===== config.mk =====
export PLATFORM = sky130hd
export DESIGN_NAME = keypad_scan_ctrl_flat
export DESIGN_NICKNAME = d
export VERILOG_FILES = /design/src/rtl/keypad_scan_ctrl_if.sv /design/src/rtl/keypad_scan_ctrl.sv /design/src/flat_wrapper.sv
export SDC_FILE = /design/constraint.sdc
export NUM_CORES = 1
export LEC_CHECK = 0
export ABC_AREA = 0
export BUFFER_PORTS_ARGS = -buffer_cell sky130_fd_sc_hd__buf_2
export CAP_MARGIN = 20
export CELL_PAD_IN_SITES_DETAIL_PLACEMENT = 1
export CELL_PAD_IN_SITES_GLOBAL_PLACEMENT = 2
export CORE_UTILIZATION = 38
export DETAILED_ROUTE_END_ITERATION = 10
export PLACE_DENSITY_LB_ADDON = 0.1
export SLEW_MARGIN = 20
export SYNTH_ARGS = -nofsm -noshare
export SYNTH_HDL_FRONTEND = slang
export SYNTH_SLANG_ARGS = --single-unit
export TNS_END_PERCENT = 10

===== constraint.sdc =====
create_clock -name clk -period 1.9 [get_ports clk]
set_input_delay 0.38 -clock clk [delete_from_list [all_inputs] [get_ports clk]]
set_output_delay 0.38 -clock clk [all_outputs]
set_load 0.005 [all_outputs]

===== src/rtl/keypad_scan_ctrl_if.sv =====
// Key FIFO read port: head code plus valid/ready handshake toward the entry logic.
interface keypad_scan_ctrl_if;
   logic [3:0] key_code;
   logic       key_valid;
   logic       key_ready;

   modport master (output key_code, output key_valid, input key_ready);
   modport slave  (input key_code, input key_valid, output key_ready);
endinterface


===== src/rtl/keypad_scan_ctrl.sv =====
// 4x4 keypad scanner: sequenced column strobes, debounced press/release, key FIFO.
// Auto-repeat while a key is held is built only when KEYPAD_AUTOREPEAT_EN is defined.
module keypad_scan_ctrl #(
   parameter int DIV    = 50000,
   parameter int DEB    = 4,
   parameter int DEPTH  = 4,
   parameter int REPEAT = 64
) (
   input  logic               clk,
   input  logic               rst,
   input  logic [3:0]         row,
   output logic [3:0]         col,
   output logic               overflow,
   keypad_scan_ctrl_if.master key_if
);
   localparam int PW = (DIV > 1) ? $clog2(DIV) : 1;
   localparam int DW = $clog2(DEB + 1);
   localparam int AW = $clog2(DEPTH);
   localparam logic [PW-1:0] DIV_LAST = PW'(DIV - 1);
   localparam logic [DW-1:0] DEB_W    = DW'(DEB);
   localparam bit PARAMS_OK = (DIV >= 2) && (DEB >= 1) && (DEPTH >= 2) &&
                              ((DEPTH & (DEPTH - 1)) == 0) && (REPEAT >= 1);

   if (!PARAMS_OK) begin : g_bad_params
      $error("keypad_scan_ctrl: illegal parameter set");
   end

   typedef enum logic [1:0] {SCAN, DEBOUNCE, PRESSED, RELEASE} state_t;

   state_t        state_reg, state_next;
   logic [3:0]    row_meta_reg, row_sync_reg;
   logic [PW-1:0] presc_reg;
   logic          tick;
   logic [3:0]    col_reg, col_next, col_rot;
   logic [3:0]    pat_reg, pat_next;
   logic [DW-1:0] deb_reg, deb_next, deb_inc;
   logic          rows_idle;
   logic [1:0]    row_idx, col_idx;
   logic          push_req;
   logic [3:0]    push_code;

   logic [3:0]    mem_reg [DEPTH];
   logic [AW:0]   wr_ptr_reg, rd_ptr_reg;
   logic          ovf_reg;
   logic          fifo_empty, fifo_full, pop, push_ok;

`ifdef KEYPAD_AUTOREPEAT_EN
   localparam int RW = (REPEAT > 1) ? $clog2(REPEAT) : 1;
   localparam logic [RW-1:0] REP_LAST = RW'(REPEAT - 1);
   logic [RW-1:0] rep_reg, rep_next;
   logic [3:0]    code_reg, code_next;
`endif

   // Two-flop synchroniser; idles high so a reset never looks like a press.
   always_ff @(posedge clk or negedge rst) begin
      if (!rst) begin
         row_meta_reg <= 4'hF;
         row_sync_reg <= 4'hF;
      end else begin
         row_meta_reg <= row;
         row_sync_reg <= row_meta_reg;
      end
   end

   assign tick = (presc_reg == DIV_LAST);

   always_ff @(posedge clk or negedge rst) begin
      if (!rst) presc_reg <= '0;
      else      presc_reg <= tick ? '0 : presc_reg + PW'(1);
   end

   assign rows_idle = &row_sync_reg;
   assign col_rot   = {col_reg[2:0], col_reg[3]};
   assign deb_inc   = deb_reg + DW'(1);

   // Lowest sensed row wins; the column strobe is one-hot-low.
   always_comb begin
      row_idx = 2'd0;
      col_idx = 2'd0;
      for (int i = 3; i >= 0; i--) begin
         if (!row_sync_reg[i]) row_idx = 2'(i);
         if (!col_reg[i])      col_idx = 2'(i);
      end
   end

   always_ff @(posedge clk or negedge rst) begin
      if (!rst) state_reg <= SCAN;
      else      state_reg <= state_next;
   end

   always_comb begin
      state_next = state_reg;
      col_next   = col_reg;
      pat_next   = pat_reg;
      deb_next   = deb_reg;
      push_req   = 1'b0;
      push_code  = {row_idx, col_idx};
`ifdef KEYPAD_AUTOREPEAT_EN
      rep_next   = rep_reg;
      code_next  = code_reg;
`endif
      if (tick) begin
         case (state_reg)
            SCAN: begin
               if (rows_idle) begin
                  col_next = col_rot;
               end else begin
                  pat_next = row_sync_reg;
                  deb_next = DW'(1);
                  if (DEB == 1) begin
                     push_req   = 1'b1;
                     state_next = PRESSED;
                  end else begin
                     state_next = DEBOUNCE;
                  end
               end
            end
            DEBOUNCE: begin
               if (rows_idle) begin
                  state_next = SCAN;
                  col_next   = col_rot;
               end else if (row_sync_reg != pat_reg) begin
                  pat_next = row_sync_reg;
                  deb_next = DW'(1);
               end else begin
                  deb_next = deb_inc;
                  if (deb_inc == DEB_W) begin
                     push_req   = 1'b1;
                     state_next = PRESSED;
                  end
               end
            end
            PRESSED: begin
               if (rows_idle) begin
                  deb_next = DW'(1);
                  if (DEB == 1) begin
                     state_next = SCAN;
                     col_next   = col_rot;
                  end else begin
                     state_next = RELEASE;
                  end
               end
`ifdef KEYPAD_AUTOREPEAT_EN
               else if (rep_reg == REP_LAST) begin
                  push_req  = 1'b1;
                  push_code = code_reg;
                  rep_next  = '0;
               end else begin
                  rep_next = rep_reg + RW'(1);
               end
`endif
            end
            RELEASE: begin
               // A bounce back to low returns to PRESSED without a second push.
               if (!rows_idle) begin
                  state_next = PRESSED;
               end else begin
                  deb_next = deb_inc;
                  if (deb_inc == DEB_W) begin
                     state_next = SCAN;
                     col_next   = col_rot;
                  end
               end
            end
            default: state_next = SCAN;
         endcase
`ifdef KEYPAD_AUTOREPEAT_EN
         if (push_req && state_reg != PRESSED) begin
            rep_next  = '0;
            code_next = push_code;
         end
`endif
      end
   end

   always_ff @(posedge clk or negedge rst) begin
      if (!rst) begin
         col_reg <= 4'b1110;
         pat_reg <= 4'hF;
         deb_reg <= '0;
      end else begin
         col_reg <= col_next;
         pat_reg <= pat_next;
         deb_reg <= deb_next;
      end
   end

`ifdef KEYPAD_AUTOREPEAT_EN
   always_ff @(posedge clk or negedge rst) begin
      if (!rst) begin
         rep_reg  <= '0;
         code_reg <= 4'h0;
      end else begin
         rep_reg  <= rep_next;
         code_reg <= code_next;
      end
   end
`endif

   // Extra pointer bit separates full from empty; a pop frees room for a same-cycle push.
   assign fifo_empty = (wr_ptr_reg == rd_ptr_reg);
   assign fifo_full  = (wr_ptr_reg[AW] != rd_ptr_reg[AW]) &&
                       (wr_ptr_reg[AW-1:0] == rd_ptr_reg[AW-1:0]);
   assign pop        = !fifo_empty && key_if.key_ready;
   assign push_ok    = push_req && (!fifo_full || pop);

   always_ff @(posedge clk or negedge rst) begin
      if (!rst) begin
         wr_ptr_reg <= '0;
         rd_ptr_reg <= '0;
         ovf_reg    <= 1'b0;
         for (int i = 0; i < DEPTH; i++) mem_reg[i] <= 4'h0;
      end else begin
         if (push_ok) begin
            mem_reg[wr_ptr_reg[AW-1:0]] <= push_code;
            wr_ptr_reg                  <= wr_ptr_reg + (AW+1)'(1);
         end
         if (pop) rd_ptr_reg <= rd_ptr_reg + (AW+1)'(1);
         if (push_req && !push_ok) ovf_reg <= 1'b1;
      end
   end

   always_comb begin
      col              = col_reg;
      overflow         = ovf_reg;
      key_if.key_valid = !fifo_empty;
      key_if.key_code  = mem_reg[rd_ptr_reg[AW-1:0]];
   end
endmodule


===== src/flat_wrapper.sv =====
// flat-port wrapper written by rule: the top's interface ports become plain ports
module keypad_scan_ctrl_flat 
#(
   parameter int DIV    = 50000,
   parameter int DEB    = 4,
   parameter int DEPTH  = 4,
   parameter int REPEAT = 64
)
  (clk, rst, row, col, overflow, key_if_key_code, key_if_key_valid, key_if_key_ready);
  keypad_scan_ctrl_if key_if_i ();
  input  logic clk;
  input  logic rst;
  input  logic [3:0] row;
  output logic [3:0] col;
  output logic overflow;
  output wire logic [$bits(key_if_i.key_code)-1:0] key_if_key_code;
  output wire logic [$bits(key_if_i.key_valid)-1:0] key_if_key_valid;
  input wire logic [$bits(key_if_i.key_ready)-1:0] key_if_key_ready;
  assign key_if_key_code = key_if_i.key_code;
  assign key_if_key_valid = key_if_i.key_valid;
  assign key_if_i.key_ready = key_if_key_ready;
  keypad_scan_ctrl #(.DIV(DIV), .DEB(DEB), .DEPTH(DEPTH), .REPEAT(REPEAT)) u_core (.clk(clk), .rst(rst), .row(row), .col(col), .overflow(overflow), .key_if(key_if_i));
endmodule

=== After elaboration in Yosys (flattened, before gate mapping) ===
Index checks and enable logic that the tools add are counted.
W data, S select, Z words.

* Register bits after elaboration: 60
* Input port bits: 7
* Output and inout port bits: 10
* Logic and storage cells: 102

* Add/sub/neg operators: 4
* $lt $le $gt $ge: 3
* Equality and inequality tests: 19
* Muxes and demuxes: 42
* Bitwise gates (word level): 2
* Reduce and logical (&&, ||, !) cells: 18

{| class="wikitable"
|+ Operator list
! operator !! number
|-
| $mux W4 || 9
|-
| $mux W2 || 15
|-
| $add A16 B1 Y16 const B || 1
|-
| $bwmux W16 || 1
|-
| $eq A16 B16 Y1 const B || 1
|-
| $mux W16 || 1
|-
| $pmux W4 S2 || 2
|-
| $mux W3 || 5
|-
| $reduce_and A5 Y1 || 3
|-
| $pmux W3 S4 || 1
|-
| $ne A2 B1 Y1 const B || 5
|-
| $add A3 B1 Y3 const B || 3
|-
| $bmux W4 S2 || 1
|-
| $demux W4 S2 || 1
|-
| $pmux W2 S4 || 1
|-
| $ge A3 B3 Y1 const B || 2
|-
| $not A2 Y3 || 2
|-
| $reduce_and A6 Y1 || 1
|-
| $logic_and A1 B1 Y1 || 5
|-
| $mux W1 || 5
|-
| $eq A2 B2 Y1 const B || 2
|-
| $ne A2 B2 Y1 const B || 2
|-
| $ne A4 B4 Y1 || 1
|-
| $reduce_and A4 Y1 || 1
|-
| 14 further kinds || 17
|}

=== Longest topological paths before layout ===
Gate-level depths: netlist of the first run.

* Depth in word-level cells: 10
* Depth in mapped cells: 8
* Gate-level depth less buffers: 6

=== Worst setup path before layout of the first run ===
Ideal clock, no wire load.

* Path kind: register to register
* From: register u_core.row_sync_reg[2]
* To: register u_core.mem_reg[0] (netlist bit)
* Setup time: 125 ps
* Data arrival time: 1905 ps
* Required time: 1775 ps
* Slack: -130 ps
* Stages on the path, launching flop included: 6
* Path buffers: 1
* Clock period less this slack: 2030 ps
* Path through: dfstp_2 -> xnor2_1 -> nand4_4 -> or4_1 -> buf_2 -> mux2_4

* Cells in the longest elaborated chain, start to end: 6
* Elaborated cells between the ends (all ways): 7
* Classes of those cells: eq/ne (1); mux (4); reduce/logical (2)

{| class="wikitable"
|+ RTL lines
! what !! RTL line !! source
|-
| from (decl) || keypad_scan_ctrl.sv:31 || <nowiki>logic [3:0] row_meta_reg, row_sync_reg;</nowiki>
|-
| from (signal assigned) || keypad_scan_ctrl.sv:61 || <nowiki>row_sync_reg <= row_meta_reg;</nowiki>
|-
| $ne A4 B4 Y1 || keypad_scan_ctrl.sv:122 || <nowiki>end else if (row_sync_reg != pat_reg) begin</nowiki>
|-
| $mux W1 || keypad_scan_ctrl.sv:122 ||
|-
| $mux W1 (*) || keypad_scan_ctrl.sv:119 || <nowiki>if (rows_idle) begin</nowiki>
|-
| $mux W1 (*) || keypad_scan_ctrl.sv:103 || <nowiki>case (state_reg)</nowiki>
|-
| $mux W1 (*) || keypad_scan_ctrl.sv:102 || <nowiki>if (tick) begin</nowiki>
|-
| $logic_and A1 B1 Y1 (*) || keypad_scan_ctrl.sv:205 || <nowiki>assign push_ok = push_req && (!fifo_full || pop);</nowiki>
|-
| to (signal, indexed assignment) || keypad_scan_ctrl.sv:215 || <nowiki>mem_reg[wr_ptr_reg[AW-1:0]] <= push_code;</nowiki>
|-
| to (decl) || keypad_scan_ctrl.sv:42 || <nowiki>logic [3:0] mem_reg [DEPTH];</nowiki>
|}

Mark *: on every way between the ends. The rest lies on a longest branch, timed or not.
A chain may end at the register's enable or synchronous reset.

=== Worst setup path after layout of the first run ===
* From: register u_core.deb_reg[0]
* To: register u_core.mem_reg[6] (netlist bit)

* Cells in the longest elaborated chain, start to end: 8

{| class="wikitable"
|+ RTL lines
! what !! RTL line !! source
|-
| from (decl) || keypad_scan_ctrl.sv:36 || <nowiki>logic [DW-1:0] deb_reg, deb_next, deb_inc;</nowiki>
|-
| from (signal assigned) || keypad_scan_ctrl.sv:184 || <nowiki>deb_reg <= deb_next;</nowiki>
|-
| $add A3 B1 Y3 || keypad_scan_ctrl.sv:74 || <nowiki>assign deb_inc = deb_reg + DW'(1);</nowiki>
|-
| $eq A3 B3 Y1 || keypad_scan_ctrl.sv:127 || <nowiki>if (deb_inc == DEB_W) begin</nowiki>
|-
| $mux W1 || keypad_scan_ctrl.sv:127 ||
|-
| $mux W1 || keypad_scan_ctrl.sv:122 ||
|-
| $mux W1 || keypad_scan_ctrl.sv:119 ||
|-
| $mux W1 || keypad_scan_ctrl.sv:103 ||
|-
| $mux W1 || keypad_scan_ctrl.sv:102 ||
|-
| $logic_and A1 B1 Y1 || keypad_scan_ctrl.sv:205 ||
|}

Every way passes these cells.

==> Implementation_results.wiki, run 1 <==
{| class="wikitable"
! Metric !! Value
|-
| Number of hold buffers added after cts || 0
|-
| Via count of the first global-routing pass || 2,143
|-
| Width of the die || 88.7 um
|-
| Maximum ir drop on the vdd rail || 0.546 mV
|-
| Overall power of the completed layout || 3.07 mW
|-
| # H-tree levels || 3
|-
| Final cell utilization of the core || 53.0%
|-
| Wire length of the first global-routing pass || 10.7 mm
|-
| Final Cell Area || 3850 sq um
|-
| Final weighted congestion of routability-driven global placement || 0.729
|-
| Average instance area after synthesis || 13.0 sq um
|-
| Fraction of synthesis flops using an asynchronous set or reset pin || 100%
|-
| DR iter-0 viols || 55
|-
| Result of the run || complete, but fails checks
|-
| Worst setup SP type || flop
|-
| First-pass DRT Iterations || 4
|-
| DPL Wire Length || 4.59 mm
|-
| Overall routed net length || 6.65 mm
|-
| Clock latency on the worst-skew pair || 350 ps
|-
| Violations in the final reports || setup timing
|-
| IO Pins || 17
|-
| CTS tree || done
|-
| Synth Area in Adders || 3.50%
|-
| Average wire per cell in the routed design || 16.8 um
|-
| Net Count, Synth || 234
|-
| Reg2Reg Launch Point || u_core.deb_reg[0]
|-
| Max-cap violations || 0
|-
| Total count of max-transition violations in the final report || 0
|-
| Path class of the lowest-slack min-delay path || in -> async
|-
| Pin count of the biggest net entering global routing || 61
|-
| Crit. End Element || flop
|-
| Area after DPL || 3400 sq um
|-
| Global-route usage over all layers || 18.9%
|-
| Fraction of layout instances using a drive strength above 1 || 52.0%
|-
| Worst setup slack for register-to-register paths || -20 ps
|-
| RSZ-0062 raised after global routing || true
|-
| Max clock buf depth || 2
|-
| Die ar. || 7870 sq um
|-
| Multiplexer area fraction after synthesis || 14.3%
|-
| Effective utilization at floorplan || 39.4%
|-
| PD cells || 797 nW/um^2
|-
| Worst slew slack as a fraction of its limit || 52.4%
|-
| Core Rows || 31
|-
| Summed negative setup slack over all endpoints || -92.6 ps
|-
| Ant. Diodes || 0
|-
| TritonCTS Buffers || 9
|-
| Reg2reg end || u_core.mem_reg[6]
|-
| Vias || 1,983
|-
| Post-route ant nets || 0
|-
| Smallest setup slack after layout || -17.6 ps
|-
| Port bufs || 16
|-
| Area grow syn2layout || 34.6%
|-
| Register-to-Register Path Depth || 8
|-
| Largest family of logic cells by synthesized area || simple AND/OR/NAND/NOR gates
|-
| Worst slack, placed || -142 ps
|-
| Mapped cell area || 2860 sq um
|-
| Total number of clock tree sinks || 60
|-
| Synthesized flop and latch total || 60
|-
| Leakage power || 1.76 nW
|-
| Hold Slack || 23.5 ps
|-
| Transition time of the tightest slew-check pin || 707 ps
|-
| Maximum fanout count along the critical path || 5
|-
| Area inside the core boundary || 7250 sq um
|-
| Dominant register cell in the synthesized netlist || dfrtp_1
|-
| Number of antenna violations at the first check in global routing || 0
|-
| Number of cells produced by synthesis || 219
|-
| Final period demand of the worst path || 1920 ps
|-
| Number of enable flip-flop cells after synthesis || 0
|-
| XOR/XNOR share of the synthesized area || 7.36%
|-
| Final cell count without fillers || 395
|-
| Synth unique cells || 43
|-
| Worst-path clk slew || 70 ps
|-
| Share of the synthesized area in compound gates (AO/OA/AOI/OAI) || 5.08%
|-
| Path type of the worst setup path || reg -> reg
|-
| Die height || 88.7 um
|-
| Number of hold violations in the final report || 0
|-
| Total number of yosys warnings || 0
|-
| Data arrival time of the worst path || 2150 ps
|-
| Endpoint required time on the critical path || 2130 ps
|-
| Maximum clock rate || 521 MHz
|-
| Post-synthesis simple-gate area fraction || 14.8%
|-
| Seq/Total Area, Yosys || 53.2%
|-
| Instance count after placement with tap cells included || 370
|-
| Setup violators final || 11
|-
| Final routed DRC violation total || 0
|-
| Via-to-Cell Ratio || 5.02
|-
| GRT overflow || 0
|-
| Nets || 306
|-
| Clk Tree Root Cell || clkbuf_8
|-
| Ratio of final minimum period to clock period || 101%
|-
| Max Clock Skew || 10.4 ps
|}
[repair_timing]
action                                  4_1_cts  5_1_grt
pin swaps                                    10        5
gates cloned                                  0        0
endpoints found under the setup margin       27       35
setup buffers                                 8        1
gates resized for setup                      27        8
[cells in the mapped netlist (5+ instances only)]
master	n	area (sq um)
mux2_2	22	248
nand2_1	13	48.8
xor2_1	8	70.1
dfrtp_1	45	1130
dfstp_2	15	394
nand3_1	12	60.1
xnor2_1	16	140
a21oi_1	6	30.0
ha_1	8	100
nand4_1	5	31.3
nor2_1	7	26.3
inv_1	6	22.5
[critical path, cell delays in order (launching register included)]
cell and delay, ps:
dfrtp_1 400, ha_4 160, ha_4 120, and2_4 140
buf_6 120, nand3_4 80, nor4_4 270, buf_4 200
mux2_4 310
[worst max-delay path by stage]
stage                                       from                 to  slack [ps]  cells past startpoint
after floorplan           u_core.row_sync_reg[1]  u_core.mem_reg[0]         -80                      5
after global placement       u_core.presc_reg[7]  u_core.mem_reg[3]         -80                      4
after detailed placement       u_core.deb_reg[0]  u_core.mem_reg[3]        -140                      6
after CTS                      u_core.deb_reg[1]  u_core.mem_reg[6]         -50                      8
after global routing           u_core.deb_reg[0]  u_core.mem_reg[7]        -110                      8
final                          u_core.deb_reg[0]  u_core.mem_reg[6]         -20                      8
[cell type report]
cell class	instances	area [sq um]
Tap cell	99	124
Inverter	6	22.5
Timing Repair Buffer	67	502
Fill cell	748	3410
Clock buffer	11	141
Sequential cell	60	1520
Multi-Input combinational cell	147	1460
Clock inverter	5	75.1
[cells by family after synthesis]
kind of cell    count (synthesis)
simple gates                   63
flops                          60
mux                            31
xor+xnor                       24
compound gates                 21
buf+inv                        12
fa+ha+maj                       8
[placed cells by master (no fill, tap or decap), types with 3 or more instances in the layout]
cell type / count
a21oi_1: 6
and4_1: 3
buf_2: 16
buf_4: 43
buf_6: 7
clkbuf_8: 10
clkinv_2: 3
dfrtp_1: 45
dfstp_2: 15
ha_1: 6
inv_1: 6
mux2_2: 10
mux2_4: 16
mux4_2: 4
nand2_1: 13
nand3_1: 10
nand4_1: 5
nor2_1: 7
o21ai_0: 3
xnor2_1: 11
xnor2_2: 5
xor2_1: 7
[power breakdown]
| group | switching, mW | internal, mW |
|---|---|---|
| clock | 0.501 | 0.768 |
| sequential | 0.0386 | 1.33 |
| combinational | 0.203 | 0.227 |
| total | 0.742 | 2.32 |
[per-layer routing]
| metal | global-route usage (%) | vias to the layer above | wire length (um) |
|---|---|---|---|
| li1 | - | 932 | - |
| met1 | 21.7 | 1020 | 2840 |
| met4 | 7.04 | 0 | 87 |
| met3 | 5.04 | 10 | 160 |
| met5 | 0 | - | 0 |
| met2 | 33.5 | 21 | 3560 |
Power figures use the tool's default switching activity.
==> run 2: changes to the inputs <==
Settings changed: CORE_UTILIZATION 38 to 42.
Clock period 1.9 ns to 2.18 ns, I/O delays scaled along.
==> run 2 against run 1 <==
Effect of this change: the flow finishes with violations (DRC); largest power group unchanged; sequential power shrank 13%; design area shrank 13%; non-clock buffer count shrank 37; clock skew shrank 1.7 ps; clock-buffer cell count is the same; critical endpoint is now u_core.mem_reg[9]; sequential cell count is the same; core utilization shrank 1.5 points.
==> Implementation_results.wiki, run 2 (same netlist as run 1, synthesis figures left out) <==
{| class="wikitable"
! Metric !! Value
|-
| TritonCTS Buffers || 9
|-
| Pin count of the biggest net entering global routing || 23
|-
| Maximum clock rate || 483 MHz
|-
| Vias || 1,825
|-
| Path class of the lowest-slack min-delay path || in -> async
|-
| Post-route ant nets || 0
|-
| Clk Tree Root Cell || clkbuf_8
|-
| Width of the die || 84.5 um
|-
| Final weighted congestion of routability-driven global placement || 0.797
|-
| Effective utilization at floorplan || 44.2%
|-
| Overall routed net length || 5.83 mm
|-
| DPL Wire Length || 4.46 mm
|-
| DR iter-0 viols || 39
|-
| Most common library cell in the layout ignoring fill and taps || dfrtp_1
|-
| Number of hold buffers added after cts || 0
|-
| RSZ-0062 raised after global routing || true
|-
| Worst slack, placed || 57.8 ps
|-
| Total area of multi-input combinational cells || 1290 sq um
|-
| Via count of the first global-routing pass || 2,157
|-
| Worst slew slack as a fraction of its limit || 45.7%
|-
| Transition time of the tightest slew-check pin || 807 ps
|-
| Layout filler cell count || 667
|-
| Ant. Diodes || 0
|-
| Number of hold violations in the final report || 0
|-
| Total count of max-transition violations in the final report || 0
|-
| Violations in the final reports || DRC
|-
| Global-route usage over all layers || 19.5%
|-
| Switching share of total power || 25.8%
|-
| First-pass DRT Iterations || 7
|-
| Via-to-Cell Ratio || 5.43
|-
| Data arrival time of the worst path || 2290 ps
|-
| Crit. End Element || flop
|-
| CTS tree || done
|-
| Max-cap violations || 0
|-
| Amount of wire on met2 after detailed routing || 3.01 mm
|-
| Max clock buf depth || 2
|-
| Part of the power in combinational logic || 11.3%
|-
| # H-tree levels || 3
|-
| Smallest setup slack after layout || 110 ps
|-
| Worst-path clk slew || 70 ps
|-
| Clock latency on the worst-skew pair || 340 ps
|-
| Leakage power || 1.51 nW
|-
| Worst setup SP type || flop
|-
| Nets || 269
|-
| Maximum fanout count along the critical path || 11
|-
| Core Rows || 29
|-
| Die ar. || 7140 sq um
|-
| Number of antenna violations at the first check in global routing || 0
|-
| Met3 WL post-DR || 165 um
|-
| FF+latch area || 1520 sq um
|-
| Setup violators final || 0
|-
| Area inside the core boundary || 6460 sq um
|-
| Total number of clock tree sinks || 60
|-
| Average wire per cell in the routed design || 17.3 um
|-
| Endpoint required time on the critical path || 2400 ps
|-
| Area grow syn2layout || 16.5%
|-
| Maximum ir drop on the vdd rail || 0.424 mV
|-
| Highest metal layer with signal wires || met4
|-
| Clock share of power || 41.1%
|-
| Port bufs || 16
|-
| Switching power total || 0.645 mW
|-
| Result of the run || complete, but fails checks
|-
| Summed negative setup slack over all endpoints || 0 ps
|-
| Max Clock Skew || 8.68 ps
|-
| Cell Int Power || 1.85 mW
|-
| Path type of the worst setup path || reg -> reg
|-
| Fraction of layout instances using a drive strength above 1 || 40.9%
|-
| Flop pwr share || 47.7%
|-
| GRT overflow || 0
|-
| Final period demand of the worst path || 2070 ps
|-
| Ratio of final minimum period to clock period || 95.0%
|-
| Die height || 84.5 um
|-
| Final routed DRC violation total || 2
|-
| Wl on met1 || 2.60 mm
|-
| Wire length of the first global-routing pass || 10.7 mm
|-
| Top library cells by usage in the layout, fill and taps aside || dfrtp_1 (45), mux2_2 (22), xnor2_1 (16), buf_2 (16), dfstp_2 (15)
|-
| PD cells || 750 nW/um^2
|-
| IO Pins || 17
|}
==> run 2: cell types whose count changed in the layout (fill, tap and decap cells not counted), sizes merged <==
cell	previous run	this run
buf	67	30
inv	6	9
bufinv	2	0
clkinv	3	1
clkinvlp	0	1
==> run 2: through the flow <==
stage / area, sq um / hold slack [ps] / instances / total power [mW] / util, %
6_report: 3330 / 43.4 / 336 / 2.50 / 51.5
5_1_grt: 3330 / 61.1 / 336 / 2.63 / 51.5
4_1_cts: 3320 / 48.8 / 336 / 2.54 / 51.4
3_5_place_dp: 3110 / 347 / 320 / 1.50 / 48.2
3_3_place_gp: 3110 / 347 / 320 / 1.48 / 48.2
2_1_floorplan: 2860 / 140 / 219 / 1.40 / -
==> run 2: final timing paths <==
| kind | from | endpoint | slack (ps) | depth (start not counted) |
|---|---|---|---|---|
| setup / recovery | u_core.presc_reg[5] | u_core.mem_reg[9] | 110 | 5 |
| setup reg to reg | u_core.presc_reg[5] | u_core.mem_reg[9] | 110 | 5 |
| hold / removal | rst | u_core.presc_reg[4] | 40 | 1 |
| max in group asynchronous | rst | u_core.col[3] | 1420 | 2 |
| hold reg to reg | u_core.row_meta_reg[3] | u_core.row_sync_reg[3] | 360 | 0 |
| min in group clk | row[0] | u_core.row_meta_reg[0] | 190 | 1 |
==> run 2: layer usage <==
metal	up-vias	GRT usage, %
met2	23	33.3
met4	0	5.70
met5	-	0
met1	943	24.2
met3	4	5.70
li1	855	-
==> run 2: layout make-up <==
type | count | area share (%)
sequential | 60 | 45.7
multi-input combinational | 147 | 38.9
inverter | 6 | 0.676
clock inverter | 5 | 1.13
tap | 77 | 2.89
clock buffer | 11 | 5.22
timing repair buffer | 30 | 5.56
==> run 2: critical path, cell delays in order (launching register included) <==
cell and delay (ps):
dfrtp_1 450, nor4b_2 320, nand4_1 170, buf_4 230, nor4_4 410, mux2_2 380
==> run 2: power by group through the flow <==
stage | clock (mW) | combinational [mW] | sequential (mW)
final | 1.02 | 0.281 | 1.19
after detailed placement | 0 | 0.285 | 1.21
after CTS | 1.06 | 0.287 | 1.19
after floorplan | 0 | 0.185 | 1.21
after global routing | 1.12 | 0.313 | 1.19
after global placement | 0 | 0.268 | 1.21
==> run 2: what timing repair did <==
action | in CTS | in global routing
resized for setup | 0 | 3
setup endpoints to repair | 0 | 16
hold endpoints to repair | 0 | 0
buffers inserted | 0 | 0
